<file path="src/rtl/fp_pkg.sv">
// Shared binary32 definitions for the float<->fixed conversion stages.
package fp_pkg;

    localparam int unsigned FP_EXP_WIDTH  = 8;
    localparam int unsigned FP_MANT_WIDTH = 23;
    localparam int unsigned FP_BIAS       = 2**(FP_EXP_WIDTH-1) - 1;
    localparam logic [FP_EXP_WIDTH-1:0] FP_EXP_MAX = '1;

    typedef enum logic [1:0] {
        FP_ZERO,
        FP_NORM,
        FP_INF,
        FP_NAN
    } fp_class_t;

    typedef struct packed {
        logic                   sign;
        fp_class_t              cls;
        logic [FP_EXP_WIDTH-1:0] exp;
        logic [FP_MANT_WIDTH:0]  significand;
    } fp_unpacked_t;

    // Denormals are flushed to zero, so an all-zero exponent always means ZERO.
    function automatic fp_class_t fp_classify(input logic exp_zero, input logic exp_ones,
                                              input logic mant_nz);
        if (exp_zero)
            return FP_ZERO;
        else if (exp_ones)
            return mant_nz ? FP_NAN : FP_INF;
        else
            return FP_NORM;
    endfunction

endpackage

</file>
<file path="src/rtl/float_to_fixed_round_sat.sv">
// Final stage: round-to-nearest-even, saturate to two's complement, register result.
module fixed_round_sat
    import fp_pkg::*;
#(
    parameter int unsigned W = 12
) (
    input  logic         clk,
    input  logic         areset,
    input  logic         i_en,
    input  logic         i_valid,
    input  logic         i_sign,
    input  fp_class_t    i_cls,
    input  logic         i_presat,
    input  logic [W-1:0] i_mag,
    input  logic         i_guard,
    input  logic         i_sticky,
    output logic         o_valid,
    output logic [W-1:0] o_q,
    output logic         o_ovf,
    output logic         o_nan
);

    localparam logic [W:0]   MAG_MAX_POS = {2'b00, {(W-1){1'b1}}};
    localparam logic [W:0]   MAG_MAX_NEG = {2'b01, {(W-1){1'b0}}};
    localparam logic [W-1:0] Q_MAX       = {1'b0, {(W-1){1'b1}}};
    localparam logic [W-1:0] Q_MIN       = {1'b1, {(W-1){1'b0}}};

    logic         w_inc;
    logic [W:0]   w_mag_r;
    logic [W-1:0] w_q;
    logic         w_ovf;
    logic         w_nan;

    assign w_inc   = i_guard & (i_sticky | i_mag[0]);
    assign w_mag_r = {1'b0, i_mag} + {{W{1'b0}}, w_inc};

    // Range check uses the rounded magnitude, so a carry out of rounding saturates.
    always_comb begin
        w_q   = '0;
        w_ovf = 1'b0;
        w_nan = 1'b0;
        case (i_cls)
            FP_ZERO: w_q = '0;
            FP_NAN:  w_nan = 1'b1;
            FP_INF: begin
                w_q   = i_sign ? Q_MIN : Q_MAX;
                w_ovf = 1'b1;
            end
            default: begin
                if (i_presat) begin
                    w_q   = i_sign ? Q_MIN : Q_MAX;
                    w_ovf = 1'b1;
                end else if (!i_sign) begin
                    if (w_mag_r > MAG_MAX_POS) begin
                        w_q   = Q_MAX;
                        w_ovf = 1'b1;
                    end else begin
                        w_q = w_mag_r[W-1:0];
                    end
                end else begin
                    if (w_mag_r > MAG_MAX_NEG) begin
                        w_q   = Q_MIN;
                        w_ovf = 1'b1;
                    end else begin
                        w_q = -w_mag_r[W-1:0];
                    end
                end
            end
        endcase
    end

    always_ff @(posedge clk or posedge areset) begin
        if (areset) begin
            o_valid <= 1'b0;
            o_q     <= '0;
            o_ovf   <= 1'b0;
            o_nan   <= 1'b0;
        end else if (i_en) begin
            o_valid <= i_valid;
            o_q     <= w_q;
            o_ovf   <= w_ovf;
            o_nan   <= w_nan;
        end
    end

endmodule

</file>
<file path="src/rtl/float_to_fixed.sv">
// Three-stage binary32 -> signed fixed-point converter with a single stall enable.
module float_to_fixed
    import fp_pkg::*;
#(
    parameter int unsigned FIXED_WIDTH = 12,
    parameter int unsigned EXP_WIDTH   = 8,
    parameter int unsigned MANT_WIDTH  = 23,
    parameter int unsigned FRAC_BITS   = 0
) (
    input  logic                           clk,
    input  logic                           areset,
    input  logic                           in_valid,
    output logic                           in_ready,
    input  logic [EXP_WIDTH+MANT_WIDTH:0]  a,
    output logic                           out_valid,
    input  logic                           out_ready,
    output logic [FIXED_WIDTH-1:0]         q,
    output logic                           ovf,
    output logic                           nan
);

    localparam int unsigned EW    = EXP_WIDTH + 2;
    localparam int unsigned ACC_W = FIXED_WIDTH + MANT_WIDTH + 1;
    localparam int          BIAS  = 2**(EXP_WIDTH-1) - 1;
    localparam int          E_OFF = int'(FRAC_BITS) - BIAS;
    localparam logic signed [EW-1:0] E_OFF_V = EW'(E_OFF);
    localparam logic signed [EW-1:0] E_SAT   = EW'(FIXED_WIDTH);
    localparam logic signed [EW-1:0] E_UNDER = EW'(-2);

    logic w_en;
    assign w_en     = ~(out_valid & ~out_ready);
    assign in_ready = w_en;

    logic [EXP_WIDTH-1:0]  w_exp;
    logic [MANT_WIDTH-1:0] w_mant;
    fp_class_t             w_cls;

    assign w_exp  = a[EXP_WIDTH+MANT_WIDTH-1:MANT_WIDTH];
    assign w_mant = a[MANT_WIDTH-1:0];
    assign w_cls  = fp_classify(w_exp == '0, w_exp == '1, w_mant != '0);

    logic                  r1_valid;
    logic                  r1_sign;
    fp_class_t             r1_cls;
    logic [EXP_WIDTH-1:0]  r1_exp;
    logic [MANT_WIDTH:0]   r1_sig;

    always_ff @(posedge clk or posedge areset) begin
        if (areset) begin
            r1_valid <= 1'b0;
            r1_sign  <= 1'b0;
            r1_cls   <= FP_ZERO;
            r1_exp   <= '0;
            r1_sig   <= '0;
        end else if (w_en) begin
            r1_valid <= in_valid;
            r1_sign  <= a[EXP_WIDTH+MANT_WIDTH];
            r1_cls   <= w_cls;
            r1_exp   <= w_exp;
            r1_sig   <= {1'b1, w_mant};
        end
    end

    // Shifting by e+1 puts the binary point between bits MANT_WIDTH+1 and MANT_WIDTH
    // of the accumulator: integer part above, guard at MANT_WIDTH, sticky below.
    logic signed [EW-1:0]   w_e;
    logic [EW-1:0]          w_shamt;
    logic [ACC_W-1:0]       w_acc;
    logic                   w_presat;
    logic                   w_under;
    logic [FIXED_WIDTH-1:0] w_mag;
    logic                   w_guard;
    logic                   w_sticky;

    assign w_e      = $signed({2'b00, r1_exp}) + E_OFF_V;
    assign w_shamt  = w_e + EW'(1);
    assign w_acc    = {{FIXED_WIDTH{1'b0}}, r1_sig} << w_shamt;
    assign w_presat = (w_e >= E_SAT);
    assign w_under  = (w_e < E_UNDER);

    always_comb begin
        w_mag    = w_acc[ACC_W-1:MANT_WIDTH+1];
        w_guard  = w_acc[MANT_WIDTH];
        w_sticky = |w_acc[MANT_WIDTH-1:0];
        if (w_under) begin
            w_mag    = '0;
            w_guard  = 1'b0;
            w_sticky = 1'b1;
        end
    end

    logic                   r2_valid;
    logic                   r2_sign;
    fp_class_t              r2_cls;
    logic                   r2_presat;
    logic [FIXED_WIDTH-1:0] r2_mag;
    logic                   r2_guard;
    logic                   r2_sticky;

    always_ff @(posedge clk or posedge areset) begin
        if (areset) begin
            r2_valid  <= 1'b0;
            r2_sign   <= 1'b0;
            r2_cls    <= FP_ZERO;
            r2_presat <= 1'b0;
            r2_mag    <= '0;
            r2_guard  <= 1'b0;
            r2_sticky <= 1'b0;
        end else if (w_en) begin
            r2_valid  <= r1_valid;
            r2_sign   <= r1_sign;
            r2_cls    <= r1_cls;
            r2_presat <= w_presat;
            r2_mag    <= w_mag;
            r2_guard  <= w_guard;
            r2_sticky <= w_sticky;
        end
    end

    fixed_round_sat #(
        .W(FIXED_WIDTH)
    ) u_round_sat (
        .clk      (clk),
        .areset   (areset),
        .i_en     (w_en),
        .i_valid  (r2_valid),
        .i_sign   (r2_sign),
        .i_cls    (r2_cls),
        .i_presat (r2_presat),
        .i_mag    (r2_mag),
        .i_guard  (r2_guard),
        .i_sticky (r2_sticky),
        .o_valid  (out_valid),
        .o_q      (q),
        .o_ovf    (ovf),
        .o_nan    (nan)
    );

endmodule

</file>
<file path="config.mk">
export PLATFORM = sky130hd
export DESIGN_NAME = float_to_fixed
export DESIGN_NICKNAME = d
export VERILOG_FILES = /design/src/rtl/fp_pkg.sv /design/src/rtl/float_to_fixed_round_sat.sv /design/src/rtl/float_to_fixed.sv
export SDC_FILE = /design/constraint.sdc
export NUM_CORES = 1
export LEC_CHECK = 0
export BUFFER_PORTS_ARGS = -buffer_cell sky130_fd_sc_hd__buf_2
export CORE_ASPECT_RATIO = 0.8
export CORE_MARGIN = 2
export CORE_UTILIZATION = 45
export CTS_BUF_LIST = sky130_fd_sc_hd__clkbuf_8
export DETAILED_ROUTE_END_ITERATION = 12
export PLACE_DENSITY_LB_ADDON = 0.25
export SLEW_MARGIN = 20
export SYNTH_ARGS = -nofsm -noshare
export SYNTH_HDL_FRONTEND = slang
export SYNTH_SLANG_ARGS = --single-unit
</file>
<file path="constraint.sdc">
create_clock -name clk -period 4.6 [get_ports clk]
set_input_delay 0.46 -clock clk [delete_from_list [all_inputs] [get_ports clk]]
set_output_delay 0.46 -clock clk [all_outputs]
set_load 0.05 [all_outputs]
</file>
# Word-level counts from Yosys, hierarchy flattened

Cells that the tools add are included.
Widths: inputs -> output; s select.

Add/sub/neg operators: 4
Magnitude comparators: 4
Eq/ne operators: 3
Shift-type cells: 1
Mux-type cells: 18
Bitwise operators: 5
Reduce and logical (&&, ||, !) cells: 5

Operators with widths:

| operator              | count |
|---|---|
| $mux 12               | 6 |
| $shl 24x10->36        | 1 |
| $pmux 12 s2           | 1 |
| $reduce_bool 23->1    | 1 |
| $reduce_or 23->1      | 1 |
| $add 12x1->13         | 1 |
| $gt 13x11->1 const B  | 1 |
| $gt 13x12->1 const B  | 1 |
| $neg 12->12           | 1 |
| $add 10x2->10 const B | 1 |
| $add 9x8->10 const B  | 1 |
| $ge 10x5->1 const B   | 1 |
| $lt 10x2->1 const B   | 1 |
| $eq 8x8->1 const B    | 1 |
| $logic_not 8->1       | 1 |
| $mux 1                | 8 |
| $eq 2x2->1 const B    | 2 |
| $mux 2                | 2 |
| $and 1x1->1           | 2 |
| $logic_not 2->1       | 1 |
| $not 1->1             | 2 |
| $pmux 1 s2            | 1 |
| $reduce_or 2->1       | 1 |
| $or 1x1->1            | 1 |

Flip-flop bits (word level): 70
Input bits: 36
Word-level logic and storage cells: 56

# Logic depth before layout (Yosys ltp)

Depth after elaboration: 8
Gate-level depth with buffers: 15
Depth with buffers taken out: 12

# By module

From an unflattened synthesis, not the netlist that was laid out.

Cells, all modules: 770
Area, all modules: 6449.9 sq um

Modules (own cells, without submodules):

| module          | times used | cells an instance | area an instance (sq um) | seq. area each (sq um) |
|---|---|---|---|---|
| float_to_fixed  | 1          | 554               | 4615.7                   | 1376.3 |
| fixed_round_sat | 1          | 216               | 1834.3                   | 375.4 |

# Worst setup path after synthesis

Ideal clock, no wire load.

Kind: reg-to-reg
Start: register r1_exp[0]
End: register r2_sticky
Setup time: 135 ps
Data arrival time: 3944 ps
Data required time: 4465 ps
Path slack: 522 ps
Stages on the path, launching flop included: 14
Path buffers: 5
Period minus slack after synthesis: 4078 ps
Cells stage by stage: dfrtp_1 clkbuf_1 inv_1 buf_1 ha_1 clkbuf_1 buf_1 clkbuf_1 nor3_1 a221o_1 o21ai_0 or4b_1 a2111oi_2 o22ai_1

Longest elaborated chain between the ends: 5
Elaborated cells on any way between the ends: 6
Classes of those cells: add/sub: 2; order compare: 1; shift: 1; mux: 1; reduce/logical: 1

RTL lines:

| element                | RTL line              | text |
|---|---|---|
| from (decl)            | float_to_fixed.sv:45  | `logic [EXP_WIDTH-1:0] r1_exp;` |
| from (signal assigned) | float_to_fixed.sv:59  | `r1_exp <= w_exp;` |
| $add 9x8->10 (*)       | float_to_fixed.sv:75  | `assign w_e = $signed({2'b00, r1_exp}) + E_OFF_V;` |
| $add 10x2->10          | float_to_fixed.sv:76  | `assign w_shamt = w_e + EW'(1);` |
| $shl 24x10->36         | float_to_fixed.sv:77  | `assign w_acc = {{FIXED_WIDTH{1'b0}}, r1_sig} << w_shamt;` |
| $reduce_or 23->1       | float_to_fixed.sv:84  | `w_sticky = \|w_acc[MANT_WIDTH-1:0];` |
| $mux 1 (*)             | float_to_fixed.sv:85  | `if (w_under) begin` |
| to (signal assigned)   | float_to_fixed.sv:116 | `r2_sticky <= w_sticky;` |
| to (decl)              | float_to_fixed.sv:98  | `logic r2_sticky;` |

Mark *: on every way between the ends. The rest lies on a longest branch, timed or not.
A chain may end at the register's enable or synchronous reset.

# Worst setup path after layout

Ends and elaborated chain as after synthesis.

==> summary.txt <==
Flow run
  • Number of maximum-capacitance constraint violations: 0

Clock network
  • Root buffer selected by CTS: sky130_fd_sc_hd__clkbuf_8
  • Count of hold buffers inserted by post-cts repair: 0
  • Clk_lat worst skew: 0.36 ns
  • Post-CTS Setup Repair Bufs: 0
  • Clock buffers created by TritonCTS: 9
  • Count of instances resized after the clock tree is built: 0
  • Count of clock tree sinks: 70
  • Clock tree from TritonCTS: built
  • Clock-pin slew on the worst setup and hold paths: 0.08 ns
  • H-Tree Level Count: 3
  • Number of buffers between clock root and the deepest sink: 2

Timing
  • Unrepaired setup endpoints after global routing: false
  • Final setup fails: 0
  • Final cycle utilization of the critical path: 85.8%
  • Final hold violations: 0
  • Highest clock rate: 253 MHz
  • Aggregate negative setup slack: 0 ns
  • Final slew viol count: 0
  • Post-layout min period: 3.95 ns
  • Worst slew pin tran: 0.985 ns
  • Final setup skew: 0.00903 ns
  • Tightest slew margin relative to the limit: 33.8%

GRT
  • Antenna violations before repair: 0
  • Total track usage: 25.1%
  • Wire length of the first global-routing pass: 26000 um
  • Global route total overflow: 0
  • Maximum number of pins on one net before global-route repair: 54
  • Vias in the first global route: 4890

Power and ir drop
  • Leakage component of the power: 2.66 nW
  • Worst-case vdd ir drop: 0.314 mV
  • Pwr dens: 678 mW/mm2
  • Power consumption: 4.05 mW

Placed design
  • Buffers added on ports: 51
  • Post-DP HPWL: 11500 um
  • Placement-stage cell area: 0.00580 mm2
  • Final weighted congestion of routability-driven global placement: 0.926

Hold path
  • Class of the tightest hold or removal check: in -> async

Drt
  • Routed wire per std cell: 18.0 um
  • Number of DRC markers after the initial detailed-route iteration: 667
  • Post-route ant nets: 0
  • Number of detailed-routing iterations run before antenna repair: 7
  • WL final: 15400 um
  • Number of remaining DRC errors: 0
  • Routed vias/inst: 6.13
  • Vias after detailed routing: 5255

Floorplanning
  • Area enclosed by the die boundary: 0.0131 mm2
  • Starting density of the core: 46.8%
  • Core region area: 0.0117 mm2
  • Total I/O pin count: 52
  • DIE WIDTH: 127 um
  • Total number of placement rows: 35
  • Die H: 103 um

Layout
  • FILL cells: 1121
  • Top library cells by usage in the layout, fill and taps aside: sky130_fd_sc_hd__nand2_1 (153), sky130_fd_sc_hd__dfrtp_1 (70), sky130_fd_sc_hd__buf_2 (51)
  • Post-route design area: 0.00598 mm2
  • Fin nets: 746
  • Leading cell type in the layout, fill and taps excluded: sky130_fd_sc_hd__nand2_1
  • Layout Area Growth over Synthesis: 9.34%
  • Final core area utilization: 51.1%
  • Share of final-layout standard cells stronger than drive strength 1: 14.4%
  • Count of inserted antenna diode cells: 0

Synth
  • Post-synthesis instance area: 0.00547 mm2
  • Sequential share of the synthesized area: 32.0%
  • Number of enable-type register cells in the synthesized netlist: 0
  • Distinct cell type count of the synthesized netlist: 67
  • Fraction of synthesized cell area taken by the top area cell type: 32.0%
  • Commonest register cell after synthesis: sky130_fd_sc_hd__dfrtp_1
  • Post-synth ARST share: 100%
  • Synthesized Nets: 721
  • Flip-flop and latch count after synthesis: 70
  • Avg Inst Size Synth: 8.05 um2
  • Synthesized netlist cell count: 679
  • Dominant cell type by area after synthesis: sky130_fd_sc_hd__dfrtp_1
  • Total number of yosys warnings: 0
  • Synth area leaders: sky130_fd_sc_hd__dfrtp_1 (32%), sky130_fd_sc_hd__nand2_1 (11%), sky130_fd_sc_hd__mux2i_1 (6.8%), sky130_fd_sc_hd__mux4_2 (6.2%), sky130_fd_sc_hd__o21ai_0 (3.3%)

Worst setup path
  • Worst-path maximum fanout: 26
  • Worst setup slack for register-to-register paths: 0.65 ns
  • Crit path arrival time: 4.18 ns
  • Startpoint kind of the worst setup timing path: register
  • CP endpoint kind: register
  • Worst setup path class: reg -> reg
  • Worst path required time: 4.83 ns

Run status
  • Outcome: complete, no violations
==> where the power goes <==
part,internal (mW),switching [mW]
clock,0.196,0.264
sequential,0.780,0.223
combinational,0.962,1.63
total,1.94,2.12
==> metal layers <==
layer	vias to the layer above	share of wire (%)	global-route usage, %
met5	-	0	0
met4	0	0.59	3.72
met3	6	8.0	6.02
met2	201	42	36.4
met1	2547	49	38.9
li1	2501	-	-
==> critical path, stage by stage (launching register included) <==
cell and delay, ns:
sky130_fd_sc_hd__dfrtp_1 0.35, sky130_fd_sc_hd__buf_4 0.30, sky130_fd_sc_hd__inv_1 0.11, sky130_fd_sc_hd__ha_1 0.32, sky130_fd_sc_hd__buf_4 0.35, sky130_fd_sc_hd__mux4_2 0.56
sky130_fd_sc_hd__mux2i_1 0.28, sky130_fd_sc_hd__mux2i_1 0.14, sky130_fd_sc_hd__or4_1 0.55, sky130_fd_sc_hd__or4b_1 0.49, sky130_fd_sc_hd__a2111oi_2 0.25, sky130_fd_sc_hd__o22ai_1 0.11
==> cells by family (layout without fill, tap and decap cells) <==
family / count (synthesis) / count (layout) / share of synthesized area [%]
buffers and inverters: 65 / 95 / 4.72
XOR/XNOR: 25 / 25 / 4.28
adder cells (fa/ha/maj): 7 / 7 / 1.56
AO/OA/AOI/OAI: 164 / 164 / 19.2
AND/OR/NAND/NOR: 294 / 294 / 24.6
multiplexers: 54 / 54 / 13.6
flip-flops: 70 / 70 / 32.0
==> per-stage QoR <==
step	setup WS (ns)	hold WS [ns]	instances
final	0.651	0.207	857
after global routing	0.403	0.269	857
after global placement	0.785	0.448	841
after detailed placement	0.673	0.460	841
after floorplan	0.522	0.430	679
after CTS	0.655	0.227	857
==> registers in the layout, summed over array words and instances (netlist names), 2 cells and up <==
name             cells
r1_cls               2
r1_exp               8
r1_sig              24
r2_cls               2
r2_mag              12
u_round_sat.o_q     12
==> Yosys cell counts (3+ instances only) <==
cell type                   number
sky130_fd_sc_hd__o2111ai_1       3
sky130_fd_sc_hd__o21ai_0        36
sky130_fd_sc_hd__nand2b_1       11
sky130_fd_sc_hd__inv_1          17
sky130_fd_sc_hd__a21oi_1        34
sky130_fd_sc_hd__ha_1            6
sky130_fd_sc_hd__clkbuf_1       39
sky130_fd_sc_hd__and3_1          7
sky130_fd_sc_hd__o22ai_1         9
sky130_fd_sc_hd__o211ai_1        5
sky130_fd_sc_hd__a21boi_1        3
sky130_fd_sc_hd__a211oi_1        4
sky130_fd_sc_hd__buf_1           5
sky130_fd_sc_hd__mux2i_1        37
sky130_fd_sc_hd__nand3_1        23
sky130_fd_sc_hd__dfrtp_1        70
sky130_fd_sc_hd__o21a_1          4
sky130_fd_sc_hd__nand4_1         9
sky130_fd_sc_hd__xnor2_1        14
sky130_fd_sc_hd__a22o_1          6
sky130_fd_sc_hd__mux4_2         15
sky130_fd_sc_hd__a21o_1          3
sky130_fd_sc_hd__o31ai_1         5
sky130_fd_sc_hd__nor4_1         14
sky130_fd_sc_hd__nor3_1         15
sky130_fd_sc_hd__a31oi_1        11
sky130_fd_sc_hd__a22oi_1         7
sky130_fd_sc_hd__nor2_1         33
sky130_fd_sc_hd__nand2_1       153
sky130_fd_sc_hd__nor2b_1         9
sky130_fd_sc_hd__or3_1           6
sky130_fd_sc_hd__xor2_1         10
sky130_fd_sc_hd__o21ai_1        14
==> path summary, 6_finish.rpt <==
path                       startpoint           endpoint  cells after the start
min reg2reg                  r1_valid           r1_valid                      2
max reg2reg                 r1_exp[0]          r2_sticky                     11
min                            areset            r1_sign                      2
min in group clk             in_valid           r1_valid                      3
max                         r1_exp[0]          r2_sticky                     11
max in group asynchronous      areset  u_round_sat.o_ovf                      3
==> area by class of cell <==
cell class	instances	area (um2)	share of cell area, %
clock buffers	9	124	2.07
clock inverters	7	50.0	0.837
inverters	17	63.8	1.07
multi-input cells	544	3460	58.0
flip-flops and latches	70	1750	29.3
well taps	148	185	3.10
repair buffers	62	338	5.65
(Power assumes the default switching activity.)
